[src/rtl/uart_rx_sampler_pkg.sv]
// -----------------------------------------------------------------------------
// uart_rx_sampler_pkg
// Shared definitions for the UART receive path:
//   - receiver state encoding
//   - log2 helper (bit count of a value)
//   - phase-accumulator width/increment computation used by the oversampling
//     tick generator (same arithmetic as the transmitter baud generator)
// -----------------------------------------------------------------------------
package uart_rx_sampler_pkg;

    typedef enum logic [2:0] {
        IDLE  = 3'd0,
        START = 3'd1,
        DATA  = 3'd2,
        STOP  = 3'd3,
        BREAK = 3'd4
    } rx_state_t;

    // Number of bits needed to represent v (log2(8) = 4, log2(7) = 3).
    function automatic int log2(input longint v);
        int     n;
        longint t;
        n = 0;
        t = v;
        while (t > 0) begin
            n++;
            t = t >> 1;
        end
        return n;
    endfunction

    // Accumulator width: 8 fractional bits beyond the integer clock/rate ratio.
    function automatic int acc_width(input longint clk_hz, input longint rate_hz);
        return log2(clk_hz / rate_hz) + 8;
    endfunction

    // Increment such that the accumulator carry fires at rate_hz.
    // Pre-scaling by 2^7 / 2^8 keeps the intermediate product in range and
    // rounds to nearest.
    function automatic longint acc_inc(input longint clk_hz, input longint rate_hz,
                                       input int width);
        return ((rate_hz << (width - 7)) + (clk_hz >> 8)) / (clk_hz >> 7);
    endfunction

endpackage

[src/rtl/uart_rx_sampler_os_tick_gen.sv]
// -----------------------------------------------------------------------------
// uart_os_tick_gen
// Free-running phase accumulator producing a one-clock pulse at
// Baud*Oversampling. Never gated: the receiver relies on a continuous tick.
// Ports:
//   clk   in   system clock
//   rst   in   asynchronous active-high reset (clears accumulator)
//   tick  out  one-clock pulse at the oversampling rate
// -----------------------------------------------------------------------------
module uart_os_tick_gen
    import uart_rx_sampler_pkg::*;
#(
    parameter int ClkFrequency = 50000000,
    parameter int Baud         = 115200,
    parameter int Oversampling = 8
) (
    input  logic clk,
    input  logic rst,
    output logic tick
);

    localparam longint RateHz = longint'(Baud) * longint'(Oversampling);
    localparam int     AccW   = acc_width(longint'(ClkFrequency), RateHz);
    localparam logic [AccW:0] AccInc =
        (AccW + 1)'(acc_inc(longint'(ClkFrequency), RateHz, AccW));

    // Extra MSB holds the carry; it is cleared on the next add so it pulses.
    logic [AccW:0] r_acc;

    always_ff @(posedge clk or posedge rst) begin
        if (rst) begin
            r_acc <= '0;
        end else begin
            r_acc <= {1'b0, r_acc[AccW-1:0]} + AccInc;
        end
    end

    assign tick = r_acc[AccW];

endmodule

[src/rtl/uart_rx_sampler.sv]
// -----------------------------------------------------------------------------
// uart_rx_sampler
// 8N1 UART receiver (LSB first, idle high). Oversamples RxD, validates the
// start bit at its middle, majority-filters the line, shifts in 8 data bits
// and checks the stop bit.
// Ports:
//   clk             in   system clock
//   rst             in   asynchronous active-high reset
//   RxD             in   serial line, asynchronous to clk
//   RxD_data        out  last correctly received byte
//   RxD_data_ready  out  one-clock pulse when RxD_data updates
//   RxD_frame_err   out  one-clock pulse when the stop bit samples 0
//   RxD_idle        out  high while the receiver is in IDLE
// -----------------------------------------------------------------------------
module uart_rx_sampler
    import uart_rx_sampler_pkg::*;
#(
    parameter int ClkFrequency = 50000000,
    parameter int Baud         = 115200,
    parameter int Oversampling = 8
) (
    input  logic       clk,
    input  logic       rst,
    input  logic       RxD,
    output logic [7:0] RxD_data,
    output logic       RxD_data_ready,
    output logic       RxD_frame_err,
    output logic       RxD_idle
);

    localparam int OsW     = log2(longint'(Oversampling - 1));
    localparam int OsLastI = Oversampling - 1;
    localparam int OsHalfI = Oversampling / 2 - 1;
    localparam logic [OsW-1:0] OsLast = OsW'(OsLastI);
    localparam logic [OsW-1:0] OsHalf = OsW'(OsHalfI);

    generate
        if (Oversampling < 4 || (Oversampling & (Oversampling - 1)) != 0) begin : g_bad_os
            $error("Oversampling must be a power of two and at least 4");
        end
    endgenerate

    logic            w_tick;
    logic            r_sync1;
    logic            r_sync2;
    logic [2:0]      r_hist;
    logic            r_filt;

    rx_state_t       r_state;
    rx_state_t       w_state_nxt;
    logic [OsW-1:0]  r_os_cnt;
    logic [OsW-1:0]  w_os_cnt_nxt;
    logic [2:0]      r_bit_idx;
    logic [2:0]      w_bit_idx_nxt;
    logic [7:0]      r_shift;
    logic [7:0]      w_shift_nxt;

    logic            w_ready_set;
    logic            w_ferr_set;
    logic [7:0]      r_data;
    logic            r_ready;
    logic            r_ferr;

    uart_os_tick_gen #(
        .ClkFrequency (ClkFrequency),
        .Baud         (Baud),
        .Oversampling (Oversampling)
    ) u_tick (
        .clk  (clk),
        .rst  (rst),
        .tick (w_tick)
    );

    // Synchronizer and majority filter. Flops reset high so a reset never
    // looks like a start edge.
    always_ff @(posedge clk or posedge rst) begin
        if (rst) begin
            r_sync1 <= 1'b1;
            r_sync2 <= 1'b1;
            r_hist  <= 3'b111;
            r_filt  <= 1'b1;
        end else begin
            r_sync1 <= RxD;
            r_sync2 <= r_sync1;
            if (w_tick) begin
                r_hist <= {r_hist[1:0], r_sync2};
            end
            r_filt <= (r_hist[0] & r_hist[1]) | (r_hist[0] & r_hist[2]) |
                      (r_hist[1] & r_hist[2]);
        end
    end

    // State register (with counters and shift register that move with it)
    always_ff @(posedge clk or posedge rst) begin
        if (rst) begin
            r_state   <= IDLE;
            r_os_cnt  <= '0;
            r_bit_idx <= '0;
            r_shift   <= '0;
        end else begin
            r_state   <= w_state_nxt;
            r_os_cnt  <= w_os_cnt_nxt;
            r_bit_idx <= w_bit_idx_nxt;
            r_shift   <= w_shift_nxt;
        end
    end

    // Next-state logic; everything advances only on oversampling ticks.
    always_comb begin
        w_state_nxt   = r_state;
        w_os_cnt_nxt  = r_os_cnt;
        w_bit_idx_nxt = r_bit_idx;
        w_shift_nxt   = r_shift;
        if (w_tick) begin
            case (r_state)
                IDLE: begin
                    if (!r_filt) begin
                        w_state_nxt  = START;
                        w_os_cnt_nxt = '0;
                    end
                end
                START: begin
                    if (r_os_cnt == OsHalf) begin
                        // Line back high at mid start bit: it was a glitch.
                        if (r_filt) begin
                            w_state_nxt = IDLE;
                        end else begin
                            w_state_nxt   = DATA;
                            w_os_cnt_nxt  = '0;
                            w_bit_idx_nxt = '0;
                        end
                    end else begin
                        w_os_cnt_nxt = r_os_cnt + OsW'(1);
                    end
                end
                DATA: begin
                    if (r_os_cnt == OsLast) begin
                        w_shift_nxt   = {r_filt, r_shift[7:1]};
                        w_os_cnt_nxt  = '0;
                        w_bit_idx_nxt = r_bit_idx + 3'd1;
                        if (r_bit_idx == 3'd7) begin
                            w_state_nxt = STOP;
                        end
                    end else begin
                        w_os_cnt_nxt = r_os_cnt + OsW'(1);
                    end
                end
                STOP: begin
                    // Leave at mid stop bit so a back-to-back start edge is seen.
                    if (r_os_cnt == OsLast) begin
                        w_os_cnt_nxt = '0;
                        w_state_nxt  = r_filt ? IDLE : BREAK;
                    end else begin
                        w_os_cnt_nxt = r_os_cnt + OsW'(1);
                    end
                end
                BREAK: begin
                    if (r_filt) begin
                        w_state_nxt = IDLE;
                    end
                end
                default: begin
                    w_state_nxt = IDLE;
                end
            endcase
        end
    end

    // Output decode: stop-bit verdict is mutually exclusive by construction.
    always_comb begin
        w_ready_set = 1'b0;
        w_ferr_set  = 1'b0;
        if (w_tick && r_state == STOP && r_os_cnt == OsLast) begin
            w_ready_set = r_filt;
            w_ferr_set  = ~r_filt;
        end
        RxD_idle = (r_state == IDLE);
    end

    // Registered outputs; data and its ready pulse appear on the same cycle.
    always_ff @(posedge clk or posedge rst) begin
        if (rst) begin
            r_data  <= 8'h00;
            r_ready <= 1'b0;
            r_ferr  <= 1'b0;
        end else begin
            r_ready <= w_ready_set;
            r_ferr  <= w_ferr_set;
            if (w_ready_set) begin
                r_data <= r_shift;
            end
        end
    end

    assign RxD_data       = r_data;
    assign RxD_data_ready = r_ready;
    assign RxD_frame_err  = r_ferr;

endmodule

[config.mk]
export PLATFORM = sky130hd
export DESIGN_NAME = uart_rx_sampler
export DESIGN_NICKNAME = d
export VERILOG_FILES = /design/src/rtl/uart_rx_sampler_pkg.sv /design/src/rtl/uart_rx_sampler_os_tick_gen.sv /design/src/rtl/uart_rx_sampler.sv
export SDC_FILE = /design/constraint.sdc
export NUM_CORES = 1
export LEC_CHECK = 0
export CAP_MARGIN = 20
export CORE_UTILIZATION = 57
export DETAILED_ROUTE_END_ITERATION = 12
export PLACE_DENSITY = 0.87
export SYNTH_ARGS = -nofsm -noshare
export SYNTH_HDL_FRONTEND = slang
export SYNTH_SLANG_ARGS = --single-unit
[constraint.sdc]
create_clock -name clk -period 4.79 [get_ports clk]
set_input_delay 0.479 -clock clk [delete_from_list [all_inputs] [get_ports clk]]
set_output_delay 0.479 -clock clk [all_outputs]
set_load 0.02 [all_outputs]
==> flow_metrics.py <==
metrics = {
    "routing": {
        "dr_total_vias": 1170,
        "drtAntennaViolNets": 0,
        "avgRoutedWirePerCell_um": 14.4,
        "drt_iter0_markers": 18,
        "drt-pass1-iter-count": 4,
        "vias_per_cell": 5.37,
        "postRouteWirelength_mm": 3.15,
        "drc_errors": 0,
    },
    "timing": {
        "tns_ns": 0,
        "tightest_pin_transition_ns": 0.785,
        "layout_min_cycle_time_ns": 2.20,
        "final_hold_vios": 0,
        "slew-limit-headroom": 0.474,
        "rsz0062_at_grt": "false",
        "fin_ws_ns": 2.59,
        "fin_worst_skew_ns": 0.00880,
        "slew_violations": 0,
        "max_freq_mhz": 454,
        "fin_crit_sh": 0.460,
        "hold_slack_ns": 0.366,
        "setup_violations": 0,
    },
    "clock_tree": {
        "clock_tree.root_cell": "sky130_fd_sc_hd__clkbuf_4",
        "tritoncts": "built",
        "post_cts_buffers": 0,
        "cts.htree.levels": 2,
        "clk_pin_slew_ns": 0.13,
        "clock_insertion_delay_at_the_later_pin_of_the_skew_report_ns": 0.36,
        "cts_buffers": 5,
        "cts_num_sinks": 47,
        "holdBufCountCts": 0,
        "cts_max_path_buffers": 2,
        "post_cts.resized_instances": 0,
    },
    "synthesis": {
        "syn_avg_cell_area_um2": 12.9,
        "post_synth_fa_ha_maj_area_fraction": 0.0424,
        "synth.distinct_cells": 38,
        "leading_post_synthesis_cells_by_cell_area": "sky130_fd_sc_hd__dfrtp_1, sky130_fd_sc_hd__mux2_1, sky130_fd_sc_hd__dfstp_2, sky130_fd_sc_hd__ha_1, sky130_fd_sc_hd__mux2_2",
        "synth_simple_gate_area_frac": 0.101,
        "synth_largest_area_cell": "sky130_fd_sc_hd__dfrtp_1",
        "synth.net_count": 164,
        "yosysTopAreaCellShare": 0.512,
        "post_synth_xor_area_fraction": 0.0481,
        "syn-instance-count": 155,
        "post_synth_instance_area_mm2": 0.00200,
        "ys.flop_type": "sky130_fd_sc_hd__dfrtp_1",
        "synth_seq_cells": 47,
        "synth_top_family_by_area": "multiplexers",
        "async_reset_ff_frac": 1.00,
        "seq_area_frac_synth": 0.591,
        "synth-edff-count": 0,
        "synth_common_cells": "sky130_fd_sc_hd__dfrtp_1, sky130_fd_sc_hd__mux2_1, sky130_fd_sc_hd__inv_1, sky130_fd_sc_hd__nand2_1",
        "synth_compound_area_frac": 0.0693,
        "synth.area.mux_share": 0.118,
        "synth_warnings": 0,
        "synthMostInstantiatedCell": "sky130_fd_sc_hd__dfrtp_1",
    },
    "setup_path": {
        "timing.critical_path.fanout_max": 10,
        "required_ns": 4.31,
        "critPathMaxStageDelay_ns": 0.63,
        "sort_of_element_at_the_start_of_the_critical_path": "flip-flop",
        "critPathCaptureType": "primary output",
        "crit_slowest_cell": "sky130_fd_sc_hd__clkdlybuf4s50_1",
        "cp_cell_sequence": "nor3_1 > clkdlybuf4s50_1",
        "crit_arrival_ns": 1.72,
        "criticalPathCategory": "reg2out",
    },
    "global_routing": {
        "grt_pass1_vias": 1111,
        "global_route_wire_length_before_repair_mm": 5.26,
        "antenna_found_initial": 0,
        "grt.overflow.total": 0,
        "groute.usage.overall": 0.204,
        "grt_max_degree": 48,
    },
    "floorplanning": {
        "die_area_mm2": 0.00376,
        "num_rows": 21,
        "die_y_um": 61.3,
        "dieWidth_um": 61.3,
        "design.portCount": 14,
        "floorplan.initialDensity": 0.596,
        "floorplan.core_area_mm2": 0.00336,
    },
    "power": {
        "max-vdd-ir-drop_v": 0.000218,
        "p_clk_frac": 0.302,
        "p_per_area_mw_per_mm2": 263,
        "share_seq_of_total_power": 0.682,
        "internal_power_mw": 0.455,
        "sw_share": 0.221,
        "power_frac_comb": 0.016,
        "leakagePower_nw": 1.03,
        "power.switching_mw": 0.129,
    },
    "placement": {
        "place.detailed.hpwl_mm": 2.16,
        "preCtsSetupSlack_ns": 2.75,
        "place_congestion": 0.817,
        "io_buffer_count": 13,
    },
    "worst_hold_path": {
        "hold_path.class": "reg2reg",
    },
    "finish": {
        "layout.nets": 180,
        "syn_to_final_growth_pct": 11.0,
        "layout-drive-gt1-share": 0.157,
        "antennaDiodeCount": 0,
    },
    "outcome": {
        "result_of_the_run": "completed",
    },
    "flow_run": {
        "max_cap_violations": 0,
    },
}
## power groups by stage
stage / combinational, mW / clock [mW] / sequential [mW]
finish: 0.00940 / 0.176 / 0.399
global placement: 0.00955 / 0 / 0.406
CTS: 0.00991 / 0.181 / 0.399
detailed placement: 0.00989 / 0 / 0.406
global route: 0.0117 / 0.198 / 0.399
floorplan: 0.00578 / 0 / 0.406
## logic make-up (layout without fill, tap and decap cells)
family,Yosys count,after routing
buffers and inverters,14,31
AO/OA/AOI/OAI,19,19
flip-flops,47,47
multiplexers,21,21
AND/OR/NAND/NOR,36,36
adder cells (fa/ha/maj),7,7
XOR/XNOR,11,11
## metrics by stage
stage / area (um2) / std cells / util / power (mW)
finish: 2220 / 218 / 0.661 / 0.584
CTS: 2220 / 218 / 0.661 / 0.589
detailed placement: 2170 / 210 / 0.646 / 0.416
global route: 2220 / 218 / 0.661 / 0.608
global placement: 2170 / 210 / 0.646 / 0.415
floorplan: 2000 / 155 / - / 0.412
## metal layers
layer	vias to the layer above	share of wire	GRT usage
met2	26	0.46	0.295
met5	-	0	0
met3	8	0.037	0.0630
met4	0	0.021	0.0909
met1	563	0.48	0.285
li1	573	-	-
## critical path, delay by kind of cell (launching register included)
family | cells | cell delay [ns]
buf+inv | 1 | 0.63
flops | 1 | 0.51
simple gates | 1 | 0.23
## final cells by class
type                            instances  area [um2]
Sequential cell                        47        1180
Inverter                                9        33.8
Tap cell                               46        57.6
Clock buffer                            5        37.5
Multi-Input combinational cell         94         759
Fill cell                             257        1140
Timing Repair Buffer                   14         138
Clock inverter                          3        15.0
## layout by cell type, fill, tap and decap left out, types with 2 or more instances in the layout
| master | synthesis | final |
|---|---|---|
| sky130_fd_sc_hd__nand2_1 | 9 | 9 |
| sky130_fd_sc_hd__clkdlybuf4s50_1 | 0 | 13 |
| sky130_fd_sc_hd__clkbuf_4 | 0 | 5 |
| sky130_fd_sc_hd__mux2_1 | 15 | 15 |
| sky130_fd_sc_hd__ha_1 | 6 | 6 |
| sky130_fd_sc_hd__dfrtp_1 | 41 | 41 |
| sky130_fd_sc_hd__nand2b_1 | 3 | 3 |
| sky130_fd_sc_hd__inv_1 | 9 | 8 |
| sky130_fd_sc_hd__nor4_1 | 2 | 2 |
| sky130_fd_sc_hd__a21oi_1 | 5 | 5 |
| sky130_fd_sc_hd__nor2_1 | 5 | 5 |
| sky130_fd_sc_hd__nor3_2 | 2 | 2 |
| sky130_fd_sc_hd__mux2_2 | 6 | 6 |
| sky130_fd_sc_hd__nand3_1 | 2 | 2 |
| sky130_fd_sc_hd__clkinv_2 | 0 | 3 |
| sky130_fd_sc_hd__nor2b_1 | 5 | 5 |
| sky130_fd_sc_hd__a22o_1 | 2 | 2 |
| sky130_fd_sc_hd__xnor2_1 | 6 | 6 |
| sky130_fd_sc_hd__o31ai_1 | 2 | 2 |
| sky130_fd_sc_hd__xor2_1 | 5 | 5 |
| sky130_fd_sc_hd__dfstp_2 | 6 | 6 |
| sky130_fd_sc_hd__nand4_1 | 2 | 2 |
## registers in the layout, summed over array words and instances (netlist names)
signal and cells:
RxD_data 8, r_sync1 1, r_state 3, r_bit_idx 3, r_shift 8, u_tick.r_acc 14
r_hist 3, r_sync2 1, r_filt 1, RxD_data_ready 1, RxD_frame_err 1, r_os_cnt 3
## worst paths after layout
check                                        start                        to  slack (ns)  cells past startpoint
min in group asynchronous                      rst    r_shift[7]$_DFFE_PP0P_        0.55                      3
max                         r_state[0]$_DFFE_PP0P_                  RxD_idle        2.59                      2
min reg2reg                      r_sync1$_DFF_PP1_         r_sync2$_DFF_PP1_        0.37                      0
max reg2reg                r_os_cnt[0]$_DFFE_PP0P_  r_bit_idx[0]$_DFFE_PP0P_        2.73                      6
min                              r_sync1$_DFF_PP1_         r_sync2$_DFF_PP1_        0.37                      0
max in group asynchronous                      rst   RxD_data[3]$_DFFE_PP0P_        3.86                      3
Note: power is estimated with default switching activity, not from simulation.
